### config.mk
export PLATFORM = sky130hd
export DESIGN_NAME = sram_fifo_stream
export DESIGN_NICKNAME = d
export VERILOG_FILES = /design/src/rtl/sram_fifo_pkg.sv /design/src/rtl/fifo_prefetch_buf.sv /design/src/rtl/sram_dualport.sv /design/src/rtl/sram_fifo_stream.sv
export SDC_FILE = /design/constraint.sdc
export NUM_CORES = 1
export LEC_CHECK = 0
export ABC_AREA = 0
export BUFFER_PORTS_ARGS = -buffer_cell sky130_fd_sc_hd__clkbuf_2
export CELL_PAD_IN_SITES_DETAIL_PLACEMENT = 2
export CELL_PAD_IN_SITES_GLOBAL_PLACEMENT = 2
export CORE_UTILIZATION = 50
export DETAILED_ROUTE_END_ITERATION = 8
export GPL_TIMING_DRIVEN = 0
export MAX_ROUTING_LAYER = met4
export PLACE_DENSITY = 0.92
export SLEW_MARGIN = 40
export SYNTH_ARGS = -nofsm -noshare
export SYNTH_HDL_FRONTEND = slang
export SYNTH_SLANG_ARGS = --single-unit
### constraint.sdc
create_clock -name clk_i -period 6.2 [get_ports clk_i]
set_input_delay 0.31 -clock clk_i [delete_from_list [all_inputs] [get_ports clk_i]]
set_output_delay 0.31 -clock clk_i [all_outputs]
set_load 0.05 [all_outputs]
### src/rtl/sram_fifo_pkg.sv
// Shared types and helpers for the SRAM-backed stream FIFO.
package sram_fifo_pkg;

  // Occupancy of the show-ahead prefetch buffer; the encoding equals the slot count.
  typedef enum logic [1:0] {
    EMPTY = 2'd0,
    ONE   = 2'd1,
    TWO   = 2'd2
  } slot_state_e;

  // Width needed to hold a count from 0 to depth inclusive.
  function automatic int cnt_w(input int depth);
    return $clog2(depth + 1);
  endfunction

  // Next pointer value, wrapping depth-1 -> 0 for any depth (no power-of-two masking).
  function automatic logic [31:0] ptr_inc(input logic [31:0] ptr, input logic [31:0] depth);
    return (ptr == depth - 32'd1) ? 32'd0 : ptr + 32'd1;
  endfunction

endpackage

### src/rtl/fifo_prefetch_buf.sv
// Two-entry show-ahead buffer in front of the SRAM. Slot 0 is the head seen by
// the consumer. Words arrive either by bypass (straight from the producer) or
// from an SRAM read issued the previous cycle; the two never coincide.
//
//   state | meaning
//   EMPTY | no valid slot, head invalid
//   ONE   | slot 0 valid
//   TWO   | slots 0 and 1 valid
module fifo_prefetch_buf
  import sram_fifo_pkg::*;
#(
  parameter int WIDTH = 8
) (
  input  logic             clk_i,
  input  logic             rst_i,
  input  logic             byp_valid_i,
  input  logic [WIDTH-1:0] byp_data_i,
  input  logic             rd_issue_i,
  input  logic [WIDTH-1:0] ret_data_i,
  input  logic             pop_i,
  output logic             in_flight_o,
  output logic [1:0]       slots_o,
  output logic             out_valid_o,
  output logic [WIDTH-1:0] out_data_o
);

  slot_state_e      state_q, state_d;
  logic [WIDTH-1:0] slot0_q, slot0_d, slot1_q, slot1_d;
  logic             in_flight_q;
  logic             land;
  logic [WIDTH-1:0] land_data;

  // SRAM data is valid exactly one cycle after the read was issued.
  assign land      = byp_valid_i | in_flight_q;
  assign land_data = in_flight_q ? ret_data_i : byp_data_i;

  // State, slot storage and in-flight marker.
  always_ff @(posedge clk_i or posedge rst_i) begin
    if (rst_i) begin
      state_q     <= EMPTY;
      slot0_q     <= '0;
      slot1_q     <= '0;
      in_flight_q <= 1'b0;
    end else begin
      state_q     <= state_d;
      slot0_q     <= slot0_d;
      slot1_q     <= slot1_d;
      in_flight_q <= rd_issue_i;
    end
  end

  // Arriving words fill the first free slot after any pop has shifted slot 1 forward.
  always_comb begin
    state_d = state_q;
    slot0_d = slot0_q;
    slot1_d = slot1_q;
    case (state_q)
      EMPTY: begin
        if (land) begin
          slot0_d = land_data;
          state_d = ONE;
        end
      end
      ONE: begin
        if (pop_i && land) begin
          slot0_d = land_data;
        end else if (pop_i) begin
          state_d = EMPTY;
        end else if (land) begin
          slot1_d = land_data;
          state_d = TWO;
        end
      end
      TWO: begin
        if (pop_i) begin
          slot0_d = slot1_q;
          if (land) slot1_d = land_data;
          else      state_d = ONE;
        end
      end
      default: state_d = EMPTY;
    endcase
  end

  assign slots_o     = state_q;
  assign in_flight_o = in_flight_q;
  assign out_valid_o = (state_q != EMPTY);
  assign out_data_o  = slot0_q;

endmodule

### src/rtl/sram_dualport.sv
// Behavioural model of the existing sram_dualport macro: one write port, one
// read port, read data registered one cycle after re_i. Contents are not reset.
module sram_dualport #(
  parameter int WIDTH = 8,
  parameter int DEPTH = 16,
  parameter int AW    = 4
) (
  input  logic             clk_i,
  input  logic             we_i,
  input  logic [AW-1:0]    waddr_i,
  input  logic [WIDTH-1:0] wdata_i,
  input  logic             re_i,
  input  logic [AW-1:0]    raddr_i,
  output logic [WIDTH-1:0] rdata_o
);

  logic [WIDTH-1:0] mem [DEPTH];

  // Synchronous write and registered read.
  always_ff @(posedge clk_i) begin
    if (we_i) mem[waddr_i] <= wdata_i;
    if (re_i) rdata_o <= mem[raddr_i];
  end

endmodule

### src/rtl/sram_fifo_stream.sv
// SRAM-backed valid/ready FIFO with a two-entry show-ahead prefetch buffer.
// Optional build macro SRAM_FIFO_STREAM_ERR_EN enables the sticky err_o checker;
// without it err_o is tied low.
module sram_fifo_stream
  import sram_fifo_pkg::*;
#(
  parameter  int WIDTH     = 8,
  parameter  int DEPTH     = 16,
  parameter  int AF_THRESH = DEPTH - 2,
  parameter  int AE_THRESH = 2,
  localparam int CW        = cnt_w(DEPTH)
) (
  input  logic             clk_i,
  input  logic             rst_i,
  input  logic             in_valid_i,
  output logic             in_ready_o,
  input  logic [WIDTH-1:0] in_data_i,
  output logic             out_valid_o,
  input  logic             out_ready_i,
  output logic [WIDTH-1:0] out_data_o,
  output logic [CW-1:0]    count_o,
  output logic             almost_full_o,
  output logic             almost_empty_o,
  output logic             err_o
);

  localparam int PW = $clog2(DEPTH);

  logic [PW-1:0]    wr_ptr_q, rd_ptr_q;
  logic [CW-1:0]    cnt_q, sram_cnt_q;
  logic             push, pop, byp, sram_wr, rd_issue, in_flight;
  logic [1:0]       slots;
  logic [2:0]       occ;
  logic [WIDTH-1:0] rd_data;

  assign in_ready_o = (cnt_q != CW'(DEPTH));
  assign push       = in_valid_i & in_ready_o;
  assign pop        = out_valid_o & out_ready_i;

  // Bypass only when nothing older sits in or is leaving the SRAM, so order holds.
  assign byp     = push & (sram_cnt_q == '0) & ~in_flight & ((slots != 2'd2) | pop);
  assign sram_wr = push & ~byp;

  // A read may be issued if the slot it lands in will be free; counting the
  // same-cycle pop keeps back-to-back pops bubble-free.
  assign occ      = {1'b0, slots} + {2'b00, in_flight};
  assign rd_issue = (sram_cnt_q != '0) & ((occ < 3'd2) | ((occ == 3'd2) & pop));

  // Pointers and occupancy counters.
  always_ff @(posedge clk_i or posedge rst_i) begin
    if (rst_i) begin
      wr_ptr_q   <= '0;
      rd_ptr_q   <= '0;
      sram_cnt_q <= '0;
      cnt_q      <= '0;
    end else begin
      if (sram_wr)  wr_ptr_q <= PW'(ptr_inc(32'(wr_ptr_q), 32'(DEPTH)));
      if (rd_issue) rd_ptr_q <= PW'(ptr_inc(32'(rd_ptr_q), 32'(DEPTH)));
      case ({sram_wr, rd_issue})
        2'b10:   sram_cnt_q <= sram_cnt_q + CW'(1);
        2'b01:   sram_cnt_q <= sram_cnt_q - CW'(1);
        default: sram_cnt_q <= sram_cnt_q;
      endcase
      case ({push, pop})
        2'b10:   cnt_q <= cnt_q + CW'(1);
        2'b01:   cnt_q <= cnt_q - CW'(1);
        default: cnt_q <= cnt_q;
      endcase
    end
  end

  sram_dualport #(
    .WIDTH (WIDTH),
    .DEPTH (DEPTH),
    .AW    (PW)
  ) u_sram (
    .clk_i   (clk_i),
    .we_i    (sram_wr),
    .waddr_i (wr_ptr_q),
    .wdata_i (in_data_i),
    .re_i    (rd_issue),
    .raddr_i (rd_ptr_q),
    .rdata_o (rd_data)
  );

  fifo_prefetch_buf #(
    .WIDTH (WIDTH)
  ) u_prefetch (
    .clk_i       (clk_i),
    .rst_i       (rst_i),
    .byp_valid_i (byp),
    .byp_data_i  (in_data_i),
    .rd_issue_i  (rd_issue),
    .ret_data_i  (rd_data),
    .pop_i       (pop),
    .in_flight_o (in_flight),
    .slots_o     (slots),
    .out_valid_o (out_valid_o),
    .out_data_o  (out_data_o)
  );

  assign count_o        = cnt_q;
  assign almost_full_o  = (int'(cnt_q) >= AF_THRESH);
  assign almost_empty_o = (int'(cnt_q) <= AE_THRESH);

`ifdef SRAM_FIFO_STREAM_ERR_EN
  logic             stall_q;
  logic [WIDTH-1:0] stall_data_q;
  logic             err_q;

  // Remember stalled offers and latch any protocol or bookkeeping breach.
  // A word in flight from SRAM is counted with the slots it is about to enter.
  always_ff @(posedge clk_i or posedge rst_i) begin
    if (rst_i) begin
      stall_q      <= 1'b0;
      stall_data_q <= '0;
      err_q        <= 1'b0;
    end else begin
      stall_q      <= in_valid_i & ~in_ready_o;
      stall_data_q <= in_data_i;
      if ((stall_q & (~in_valid_i | (in_data_i != stall_data_q))) ||
          ((sram_cnt_q + CW'(slots) + CW'(in_flight)) != cnt_q))
        err_q <= 1'b1;
    end
  end

  assign err_o = err_q;
`else
  assign err_o = 1'b0;
`endif

endmodule

==> flow_summary.yaml, run 1 <==
sta:
  setup_repair_after_global_routing_missed_its_margin: "false"
  max_freq_ghz: 0.244
  skew_ps: 12.8
  worstMarginPinSlew_ps: 877
  final_max_slew_viol_count: 0
  hold_viol_final: 0
  layout_min_cycle_time_ps: 4100
  timing.final.setup_violations: 0
  final.period_utilization: 0.662
  worst_slew_margin: 0.415
  setup_tns_ps: 0
drt:
  remaining_antenna_violation_count: 0
  detailedRoute.firstIterationViolations: 324
  detail_route.drc_violations: 0
  wire_per_inst_um: 31.0
  total_wirelength_um: 20400
  drt-vias-per-instance: 6.21
  detailroute.via_count: 4096
  detailedRoute.firstPassIterationCount: 4
power:
  p_leak_nw: 3.00
  finalPower_mw: 4.68
  power.density_cell_area_nw_per_um2: 560
  max-vdd-ir-drop_v: 0.000270
synthesis:
  edff_count_synth: 136
  synthMuxAreaShare: 0.163
  synth.area.top_cells: "sky130_fd_sc_hd__edfxtp_1 (56%), sky130_fd_sc_hd__dfrtp_1 (13%), sky130_fd_sc_hd__mux4_2 (12%)"
  ys_seq_elements: 173
  post_synth_inst_count: 418
  synth_cell_type_count: 42
  synthSimpleGateAreaFrac: 0.0429
  share_of_synthesized_flip_flops_with_an_asynchronous_set_or_reset: 0.214
  synth_top_cell_by_area: "sky130_fd_sc_hd__edfxtp_1"
  synth_fp_nets: 448
  synth-adder-area-share: 0.0328
  netlist.area_leader.share: 0.557
  yosysSeqAreaShare: 0.684
  ys_warn_count: 0
  syn_area_per_cell_um2: 17.5
  synth_top_flop_cell: "sky130_fd_sc_hd__edfxtp_1"
  post-synth-top-count-cell: "sky130_fd_sc_hd__edfxtp_1"
  area_share_of_xor_xnor_cells_in_the_synthesized_design: 0.0120
  main_combinational_cell_family_by_area_after_synthesis: "multiplexers"
  synth_compound_area_frac: 0.0388
  synth.cell_area_um2: 7330
  ys_top_cells_by_count: "sky130_fd_sc_hd__edfxtp_1 (136), sky130_fd_sc_hd__mux4_2 (40), sky130_fd_sc_hd__dfrtp_1 (37)"
critical_path:
  worstPathBufferInverterCount: 2
  worstPathCellList: "ha_1 > inv_1 > ha_1 > a31oi_1 > nor2_2 > ha_1 > inv_1 > fa_1 > nor2b_1 > o21ai_0 > nand3_1 > or3b_2 > xnor2_1"
  cpLargestDelayFamily: "adder cells"
  critical_path_source: "u_prefetch.slots_o[0]"
  critPathKind: "flip-flop to flip-flop"
  rr_startpoint: "u_prefetch.slots_o[0]"
  critical_path_required_ps: 6530
  setup.worst_path.end_class: "flip-flop"
  cp_slowest_cell: "sky130_fd_sc_hd__nor2_2"
  crit_path_start_kind: "flip-flop"
  critical_path.most_common_cell: "sky130_fd_sc_hd__ha_1"
  crit_path_max_fanout: 15
  rrSetupSlack_ps: 2100
  worstPathArrival_ps: 4430
  delay_of_the_slowest_cell_on_the_worst_path_ps: 650
placement:
  gpl.final_weighted_congestion: 0.735
  dp.final_hpwl_um: 13600
  port_buffers: 28
floorplanning:
  std_cell_rows: 43
  die_width_um: 123
  initial_core_util: 0.520
  num_ports: 30
  floorplan.die.height_um: 123
  dieArea_um2: 15100
  design.core.area_um2: 14100
clocking:
  number_of_buffers_added_by_the_clock_tree_synthesis_step: 17
  number_of_h_tree_levels: 4
  clock_tree.buffer_depth: 2
  worst_skew_pair.late_latency_ps: 450
  clk_root_buffer_cell: "sky130_fd_sc_hd__clkbuf_16"
  clock_tree_from_tritoncts: "done"
  tritoncts_num_sinks: 173
  worst_setup_hold_path_clk_slew_ps: 60
finish:
  nNetsFinal: 497
  n_antenna_cell: 0
  multiInputGateArea_um2: 2170
  fill_cells: 1177
  layout.area.seq_um2: 5010
  ratio_of_cells_with_drive_above_1_in_the_final_layout: 0.298
  area.growth.synth_to_final_pct: 14.1
global_route:
  grt_max_degree: 26
  grt_pass1_wl_um: 30200
  grt_overflow_total: 0
  first_global_vias: 4536
  globalRouteTotalUtil: 0.308
  grt_antenna_before_repair: 0
outcome:
  run_status: "finished clean"
worst_hold_path:
  hold_class: "input pin to flip-flop"
  min-delay-start: "out_ready_i"
run:
  maxcap_violations: 0
-- placed cells by master, fill, tap and decap left out, types with 3 or more instances in the layout --
cell type / count
sky130_fd_sc_hd__clkbuf_2: 29
sky130_fd_sc_hd__o21ai_0: 9
sky130_fd_sc_hd__mux2i_1: 18
sky130_fd_sc_hd__inv_1: 23
sky130_fd_sc_hd__buf_6: 3
sky130_fd_sc_hd__xnor2_1: 6
sky130_fd_sc_hd__nor3_2: 4
sky130_fd_sc_hd__a21oi_1: 14
sky130_fd_sc_hd__mux4_2: 40
sky130_fd_sc_hd__nor2_1: 13
sky130_fd_sc_hd__nand2b_1: 4
sky130_fd_sc_hd__or2_2: 4
sky130_fd_sc_hd__clkinvlp_4: 5
sky130_fd_sc_hd__ha_1: 16
sky130_fd_sc_hd__a21oi_4: 3
sky130_fd_sc_hd__clkbuf_16: 17
sky130_fd_sc_hd__nand2_1: 13
sky130_fd_sc_hd__a21o_1: 4
sky130_fd_sc_hd__clkbuf_1: 9
sky130_fd_sc_hd__buf_1: 3
sky130_fd_sc_hd__dfrtp_1: 37
sky130_fd_sc_hd__mux2_2: 7
sky130_fd_sc_hd__nand3_1: 7
sky130_fd_sc_hd__xor2_1: 4
sky130_fd_sc_hd__nor2_2: 11
sky130_fd_sc_hd__inv_6: 4
sky130_fd_sc_hd__mux2_1: 3
sky130_fd_sc_hd__edfxtp_1: 136
-- worst reg2reg max path, delay by kind of cell (launching register included) --
kind	cells	cell delay (ps)
adder cells (fa/ha/maj)	4	1440
AND/OR/NAND/NOR	4	1410
flip-flops	1	500
AO/OA/AOI/OAI	2	260
buffers and inverters	2	230
XOR/XNOR	1	140
-- logic make-up (layout without fill, tap and decap cells) --
logic type | Yosys count | count (layout)
AOI/OAI and AO/OA | 41 | 41
DFF | 173 | 173
buffers and inverters | 43 | 105
and+or+nand+nor | 64 | 64
muxes | 68 | 68
other | 1 | 1
adders and majority gates | 18 | 18
xor gates and xnor gates | 10 | 10
-- what timing repair did --
item,CTS,global route
hold buffers,1,0
gates resized for setup,0,0
buffers inserted,0,0
endpoints found under the hold margin,12,0
-- sequential cells by signal, summed over array words and instances, names as in the netlist --
| name | cells |
|---|---|
| u_prefetch.slots_o | 2 |
| u_sram.rdata_o | 8 |
| u_prefetch.in_flight_o | 1 |
| u_prefetch.slot1_q | 8 |
| u_sram.mem | 128 |
| rd_ptr_q | 4 |
| u_prefetch.out_data_o | 8 |
| sram_cnt_q | 5 |
| wr_ptr_q | 4 |
| count_o | 5 |
-- cell type report --
class / count / share of cell area
Buffer: 19 / 0.0126
Clock inverter: 14 / 0.0190
Timing Repair Buffer: 30 / 0.0204
Tap cell: 180 / 0.0269
Clock buffer: 18 / 0.0513
Multi-Input combinational cell: 202 / 0.260
Inverter: 24 / 0.0108
Sequential cell: 173 / 0.599
-- final timing paths --
path,end,cells past startpoint
min in group asynchronous,wr_ptr_q[2],3
max in group asynchronous,rd_ptr_q[3],4
max,sram_cnt_q[4],13
min reg2reg,u_prefetch.out_data_o[2],1
max reg2reg,sram_cnt_q[4],13
min,u_prefetch.slots_o[1],3
-- metal layers --
metal	global-route usage	part of all wire
met3	0.0766	0.049
met5	-	0
met4	0.114	0.030
met2	0.511	0.52
met1	0.367	0.40
-- report_power, final --
group          switching (mW)  leakage (nW)  internal (mW)
clock network           0.497         0.271          0.602
registers               0.169          1.67           1.53
logic                    1.16          1.06          0.730
-- stage by stage --
| stage | std cells | area (um^2) | hold slack, ps | worst slack [ps] | util |
|---|---|---|---|---|---|
| after floorplan | 418 | 7330 | 409 | 2730 | - |
| after global placement | 626 | 7690 | 452 | 2330 | 0.546 |
| after detailed placement | 627 | 7730 | 284 | 2250 | 0.549 |
| after CTS | 660 | 8330 | 305 | 2150 | 0.591 |
| after global routing | 660 | 8360 | 331 | 1930 | 0.593 |
| final | 660 | 8360 | 321 | 2100 | 0.593 |
No activity file was read; power rests on OpenSTA's default activity.
==> inputs of run 2 (changes only) <==
ABC_AREA = 1   (was 0)
CORE_UTILIZATION = 42   (was 50)
PLACE_DENSITY = 0.87   (was 0.92)
clock period = 4.2 ns   (was 6.2 ns; I/O delays follow)
==> flow_summary.yaml, run 2 <==
clocking:
  tritoncts_num_sinks: 173
  number_of_h_tree_levels: 4
  number_of_buffers_added_by_the_clock_tree_synthesis_step: 17
  clock_tree_from_tritoncts: "done"
  post_cts.resized_instances: 0
  clk_root_buffer_cell: "sky130_fd_sc_hd__clkbuf_16"
  worst_setup_hold_path_clk_slew_ps: 70
  worst_skew_pair.late_latency_ps: 450
  clock_tree.buffer_depth: 2
synthesis:
  ys_top_cells_by_count: "sky130_fd_sc_hd__edfxtp_1 (136), sky130_fd_sc_hd__nand2_1 (106), sky130_fd_sc_hd__o21ai_0 (93)"
  post-synth-top-count-cell: "sky130_fd_sc_hd__edfxtp_1"
  synth.area.top_cells: "sky130_fd_sc_hd__edfxtp_1 (54%), sky130_fd_sc_hd__dfrtp_1 (12%), sky130_fd_sc_hd__o21ai_0 (6.2%)"
  synth.cell_area_um2: 7540
  synth_fp_nets: 699
  synth_top_flop_cell: "sky130_fd_sc_hd__edfxtp_1"
  ys_warn_count: 0
  synth_cell_type_count: 36
  ys_seq_elements: 173
  share_of_synthesized_flip_flops_with_an_asynchronous_set_or_reset: 0.214
  edff_count_synth: 136
  synth_top_cell_by_area: "sky130_fd_sc_hd__edfxtp_1"
  syn_area_per_cell_um2: 11.3
  post_synth_inst_count: 669
  yosysSeqAreaShare: 0.664
  netlist.area_leader.share: 0.541
critical_path:
  delay_of_the_slowest_cell_on_the_worst_path_ps: 500
  rr_startpoint: "u_prefetch.slots_o[0]"
  worstPathArrival_ps: 3830
  worstPathCellList: "ha_1 > inv_1 > ha_1 > nand3_1 > nand2_1 > nand2_1 > inv_1 > ha_1 > inv_1 > fa_1 > inv_1 > nand2_1 > nand2_1 > a21oi_1 > xor2_1 > nand2_1 > nand2_1"
  critPathKind: "flip-flop to flip-flop"
  setup.worst_path.end_class: "flip-flop"
  critical_path_cell_count: 17
  critical_path.most_common_cell: "sky130_fd_sc_hd__nand2_1"
  crit_path_start_kind: "flip-flop"
  cp_slowest_cell: "sky130_fd_sc_hd__dfrtp_1"
  critical_path_required_ps: 4540
  cpLargestDelayFamily: "adder cells"
  crit-reg2reg-capture: "sram_cnt_q[4]"
  worstPathBufferInverterCount: 4
  rrSetupSlack_ps: 700
  ff2ff_path_depth: 17
  crit_path_max_fanout: 13
drt:
  routed-wl-met3_um: 1650
  detailedRoute.firstIterationViolations: 604
  drt-vias-per-instance: 6.05
  met2_length_um: 13900
  wire_per_inst_um: 29.0
  detailedRoute.firstPassIterationCount: 5
  detailroute.via_count: 5806
  detail_route.drc_violations: 0
  met1Wirelength_um: 10900
  total_wirelength_um: 27800
  highest-signal-layer: "met4"
  remaining_antenna_violation_count: 0
placement:
  placed_cell_area_um2: 8050
  dp.cells: 926
  dp.final_hpwl_um: 17200
  port_buffers: 28
  gpl.final_weighted_congestion: 0.854
  place_ws_ps: 967
sta:
  hold_ws_ps: 223
  final.period_utilization: 0.833
  timing.final.setup_violations: 0
  skew_ps: 11.8
  fin_ws_ps: 701
  final_max_slew_viol_count: 0
  setup_repair_after_global_routing_missed_its_margin: "false"
  worst_slew_margin: 0.447
  layout_min_cycle_time_ps: 3500
  max_freq_ghz: 0.286
  hold_viol_final: 0
  worstMarginPinSlew_ps: 830
  setup_tns_ps: 0
worst_hold_path:
  min_to: "u_prefetch.out_data_o[6]"
  min-delay-start: "out_ready_i"
  hold_class: "input pin to flip-flop"
  timing.hold.worst_path_depth: 4
global_route:
  globalRouteTotalUtil: 0.335
  first_global_vias: 6460
  grt_pass1_wl_um: 41800
  grt_antenna_before_repair: 0
  grt_max_degree: 38
  grt_overflow_total: 0
finish:
  n_antenna_cell: 0
  stdcell_count: 959
  number_of_flip_flops_in_the_largest_register: 128
  area.growth.synth_to_final_pct: 14.8
  layout.cell_area.non_filler_um2: 8660
  finalCoreUtilization: 0.497
  most-common-layout-cells: "sky130_fd_sc_hd__edfxtp_1 (136), sky130_fd_sc_hd__nand2_1 (106), sky130_fd_sc_hd__o21ai_0 (93)"
  fill_cells: 1755
  layout.cells.most_common: "sky130_fd_sc_hd__edfxtp_1"
  nNetsFinal: 751
  ratio_of_cells_with_drive_above_1_in_the_final_layout: 0.140
  top_register: "u_sram.mem"
outcome:
  run_status: "finished clean"
power:
  max-vdd-ir-drop_v: 0.000362
  p_leak_nw: 3.32
  finalPower_mw: 7.31
  power.density_cell_area_nw_per_um2: 844
floorplanning:
  die_width_um: 136
  initial_core_util: 0.433
  std_cell_rows: 48
  dieArea_um2: 18500
  num_ports: 30
  floorplan.die.height_um: 136
  design.core.area_um2: 17400
run:
  maxcap_violations: 0
[run 2: cell count changes after synthesis, moves of 17 or more]
cell,delta
sky130_fd_sc_hd__o21ai_0,+84
sky130_fd_sc_hd__inv_1,+21
sky130_fd_sc_hd__nand2_1,+93
sky130_fd_sc_hd__mux4_2,-40
sky130_fd_sc_hd__mux2i_1,-18
sky130_fd_sc_hd__o221ai_1,+19
sky130_fd_sc_hd__nor2_1,+62
sky130_fd_sc_hd__nand3_1,+17
[run 2: power breakdown]
part / internal [mW] / leakage [nW] / switching (mW)
sequential: 2.24 / 1.69 / 0.224
clock: 0.895 / 0.276 / 0.725
combinational: 0.798 / 1.36 / 2.43
total: 3.93 / 3.32 / 3.38
[run 2: kinds of logic after synthesis]
kind of cell / share of synthesized area
DFF: 0.664
adders and majority gates: 0.0318
xor gates and xnor gates: 0.0104
buffers and inverters: 0.0426
and+or+nand+nor: 0.133
other: 0.000497
AOI/OAI and AO/OA: 0.118
[run 2: metal layers]
metal | vias to the layer above | track usage
met5 | - | -
met4 | 0 | 0.189
met3 | 84 | 0.0600
met2 | 263 | 0.538
met1 | 3000 | 0.396
li1 | 2459 | -
[run 2: layout make-up]
cell class	count	area (um^2)	share of cell area
inverters	49	186	0.0215
well taps	225	282	0.0325
repair buffers	33	175	0.0202
flip-flops and latches	173	5010	0.578
multi-input cells	415	2290	0.264
clock buffers	19	443	0.0511
clock inverters	13	140	0.0162
plain buffers	32	138	0.0159
[run 2: timing repair]
item | CTS | global route
setup buffers | 0 | 0
hold buffers | 1 | 0
endpoints found under the hold margin | 37 | 0
[run 2: how the worst max path moves through the flow]
stage | startpoint | to | slack, ps
2_1_floorplan | count_o[0] | sram_cnt_q[3] | 1230
3_3_place_gp | u_prefetch.slots_o[0] | u_sram.mem[3][7] | 1140
3_5_place_dp | u_prefetch.slots_o[0] | sram_cnt_q[3] | 970
4_1_cts | u_prefetch.slots_o[0] | sram_cnt_q[4] | 700
5_1_grt | u_prefetch.slots_o[0] | sram_cnt_q[4] | 470
6_report | u_prefetch.slots_o[0] | sram_cnt_q[4] | 700
[run 2: tightest hold or removal path, stage by stage]
cell and delay (ps):
sky130_fd_sc_hd__clkbuf_2 130, sky130_fd_sc_hd__nand2_4 130, sky130_fd_sc_hd__nand3_1 110, sky130_fd_sc_hd__nand2_1 50
==> inputs of run 3 (changes only) <==
CORE_UTILIZATION = 38   (was 42)
PLACE_DENSITY = 0.84   (was 0.87)
clock period = 2.9 ns   (was 4.2 ns; I/O delays follow)
==> flow_summary.yaml, run 3 (synthesized netlist as in run 2, its figures left out) <==
placement:
  dp.final_hpwl_um: 17200
  port_buffers: 28
  placed_cell_area_um2: 8080
  place_ws_ps: -424
  gpl.final_weighted_congestion: 0.884
  dp.cells: 963
worst_hold_path:
  timing.hold.worst_path_depth: 4
  min-delay-start: "out_ready_i"
  min_to: "u_prefetch.out_data_o[0]"
  hold_class: "input pin to flip-flop"
power:
  p_leak_nw: 3.32
  finalPower_mw: 10.3
  power.density_cell_area_nw_per_um2: 1180
  max-vdd-ir-drop_v: 0.000453
sta:
  hold_ws_ps: 119
  setup_tns_ps: 0
  final_max_slew_viol_count: 0
  layout_min_cycle_time_ps: 2710
  worst_slew_margin: 0.426
  fin_ws_ps: 191
  final.period_utilization: 0.934
  worstMarginPinSlew_ps: 858
  skew_ps: 24.8
  setup_repair_after_global_routing_missed_its_margin: "false"
  timing.final.setup_violations: 0
  hold_viol_final: 0
  max_freq_ghz: 0.369
finish:
  most-common-layout-cells: "sky130_fd_sc_hd__edfxtp_1 (136), sky130_fd_sc_hd__nand2_1 (105), sky130_fd_sc_hd__o21ai_0 (93)"
  top_register: "u_sram.mem"
  layout.cell_area.non_filler_um2: 8730
  finalCoreUtilization: 0.449
  ratio_of_cells_with_drive_above_1_in_the_final_layout: 0.144
  n_antenna_cell: 0
  number_of_flip_flops_in_the_largest_register: 128
  area.growth.synth_to_final_pct: 15.7
  nNetsFinal: 753
  layout.cells.most_common: "sky130_fd_sc_hd__edfxtp_1"
  stdcell_count: 1001
global_route:
  globalRouteTotalUtil: 0.272
  first_global_vias: 6341
  globalRoute.busiestLayer: "met2"
  use_met1: 0.308
  grt_overflow_total: 0
  grt_antenna_before_repair: 0
  grt_max_degree: 38
  met3_usage: 0.0560
  grt_pass1_wl_um: 38100
  globalRouteMet2Util: 0.469
clocking:
  clk_root_buffer_cell: "sky130_fd_sc_hd__clkbuf_16"
  worst_skew_pair.late_latency_ps: 450
  number_of_buffers_added_by_the_clock_tree_synthesis_step: 17
  tritoncts_num_sinks: 173
  worst_setup_hold_path_clk_slew_ps: 70
  clock_tree.buffer_depth: 2
  clock_tree_from_tritoncts: "done"
  number_of_h_tree_levels: 4
drt:
  detailedRoute.firstIterationViolations: 381
  detailedRoute.firstPassIterationCount: 5
  detail_route.drc_violations: 0
  detailroute.via_count: 5692
  wire_per_inst_um: 25.5
  total_wirelength_um: 25500
  drt-vias-per-instance: 5.69
  remaining_antenna_violation_count: 0
outcome:
  run_status: "finished clean"
run:
  maxcap_violations: 0
floorplanning:
  std_cell_rows: 51
  num_ports: 30
  design.core.area_um2: 19500
  dieArea_um2: 20400
  floorplan.die.height_um: 143
  die_width_um: 143
  initial_core_util: 0.388
critical_path:
  crit_path_start_kind: "flip-flop"
  ff2ff_path_depth: 16
  rrSetupSlack_ps: 190
  critical_path_required_ps: 3220
  critPathKind: "flip-flop to flip-flop"
  rr_startpoint: "u_prefetch.in_flight_o"
  worstPathArrival_ps: 3030
  crit-reg2reg-capture: "sram_cnt_q[4]"
  crit_path_max_fanout: 10
  setup.worst_path.end_class: "flip-flop"
==> run 3: cell count changes in the layout (fill, tap and decap cells not counted), moves of 3 or more <==
cell | before | now
sky130_fd_sc_hd__nor2_2 | 8 | 4
sky130_fd_sc_hd__inv_8 | 0 | 4
sky130_fd_sc_hd__clkinv_4 | 1 | 4
sky130_fd_sc_hd__nor2_1 | 80 | 83
sky130_fd_sc_hd__buf_4 | 3 | 7
sky130_fd_sc_hd__clkinv_2 | 3 | 0
==> run 3: power breakdown <==
group | switching (mW) | internal, mW
Sequential | 0.307 | 3.24
Clock | 1.07 | 1.13
Combinational | 3.39 | 1.20
==> run 3: per-layer routing <==
metal,wire (um),vias to the layer above
met3,1470,53
met1,9900,2957
met2,13400,208
li1,-,2474
met5,0,-
met4,738,0
==> run 3: worst max-delay path: stages, from the launching register on <==
cell                      delay [ps]
sky130_fd_sc_hd__dfrtp_1         390
sky130_fd_sc_hd__buf_2           180
sky130_fd_sc_hd__inv_1           140
sky130_fd_sc_hd__nand2_1         130
sky130_fd_sc_hd__nor2_4          170
sky130_fd_sc_hd__nor2_4          100
sky130_fd_sc_hd__inv_4           200
sky130_fd_sc_hd__ha_2            300
sky130_fd_sc_hd__inv_1            70
sky130_fd_sc_hd__fa_1            350
sky130_fd_sc_hd__inv_1            90
sky130_fd_sc_hd__nand2_1          70
sky130_fd_sc_hd__nand2_1          60
sky130_fd_sc_hd__a21oi_1          70
sky130_fd_sc_hd__xor2_1          140
sky130_fd_sc_hd__nand2_1          60
sky130_fd_sc_hd__nand2_1          50
==> run 3: how the worst max path moves through the flow <==
stage                                       from            end  slack, ps
after floorplan                       count_o[0]  sram_cnt_q[3]        140
after global placement     u_prefetch.slots_o[0]  sram_cnt_q[4]       -170
after detailed placement   u_prefetch.slots_o[0]  sram_cnt_q[4]       -420
after CTS                  u_prefetch.slots_o[0]  sram_cnt_q[4]         40
final                     u_prefetch.in_flight_o  sram_cnt_q[4]        190
after global routing       u_prefetch.slots_o[0]  sram_cnt_q[4]         30
==> run 3: what timing repair did <==
item,in CTS,in global routing
setup endpoints to repair,4,2
buffers inserted,1,4
hold endpoints to repair,37,0
resized for setup,4,4
hold buffers,1,0
==> run 3: final cells by class <==
class / count / area (um^2)
Fill cell: 2013 / 10700
Sequential cell: 173 / 5010
Multi-Input combinational cell: 415 / 2310
Clock buffer: 18 / 429
Tap cell: 265 / 332
Timing Repair Buffer: 35 / 195
Inverter: 49 / 193
Buffer: 32 / 138
Clock inverter: 14 / 125
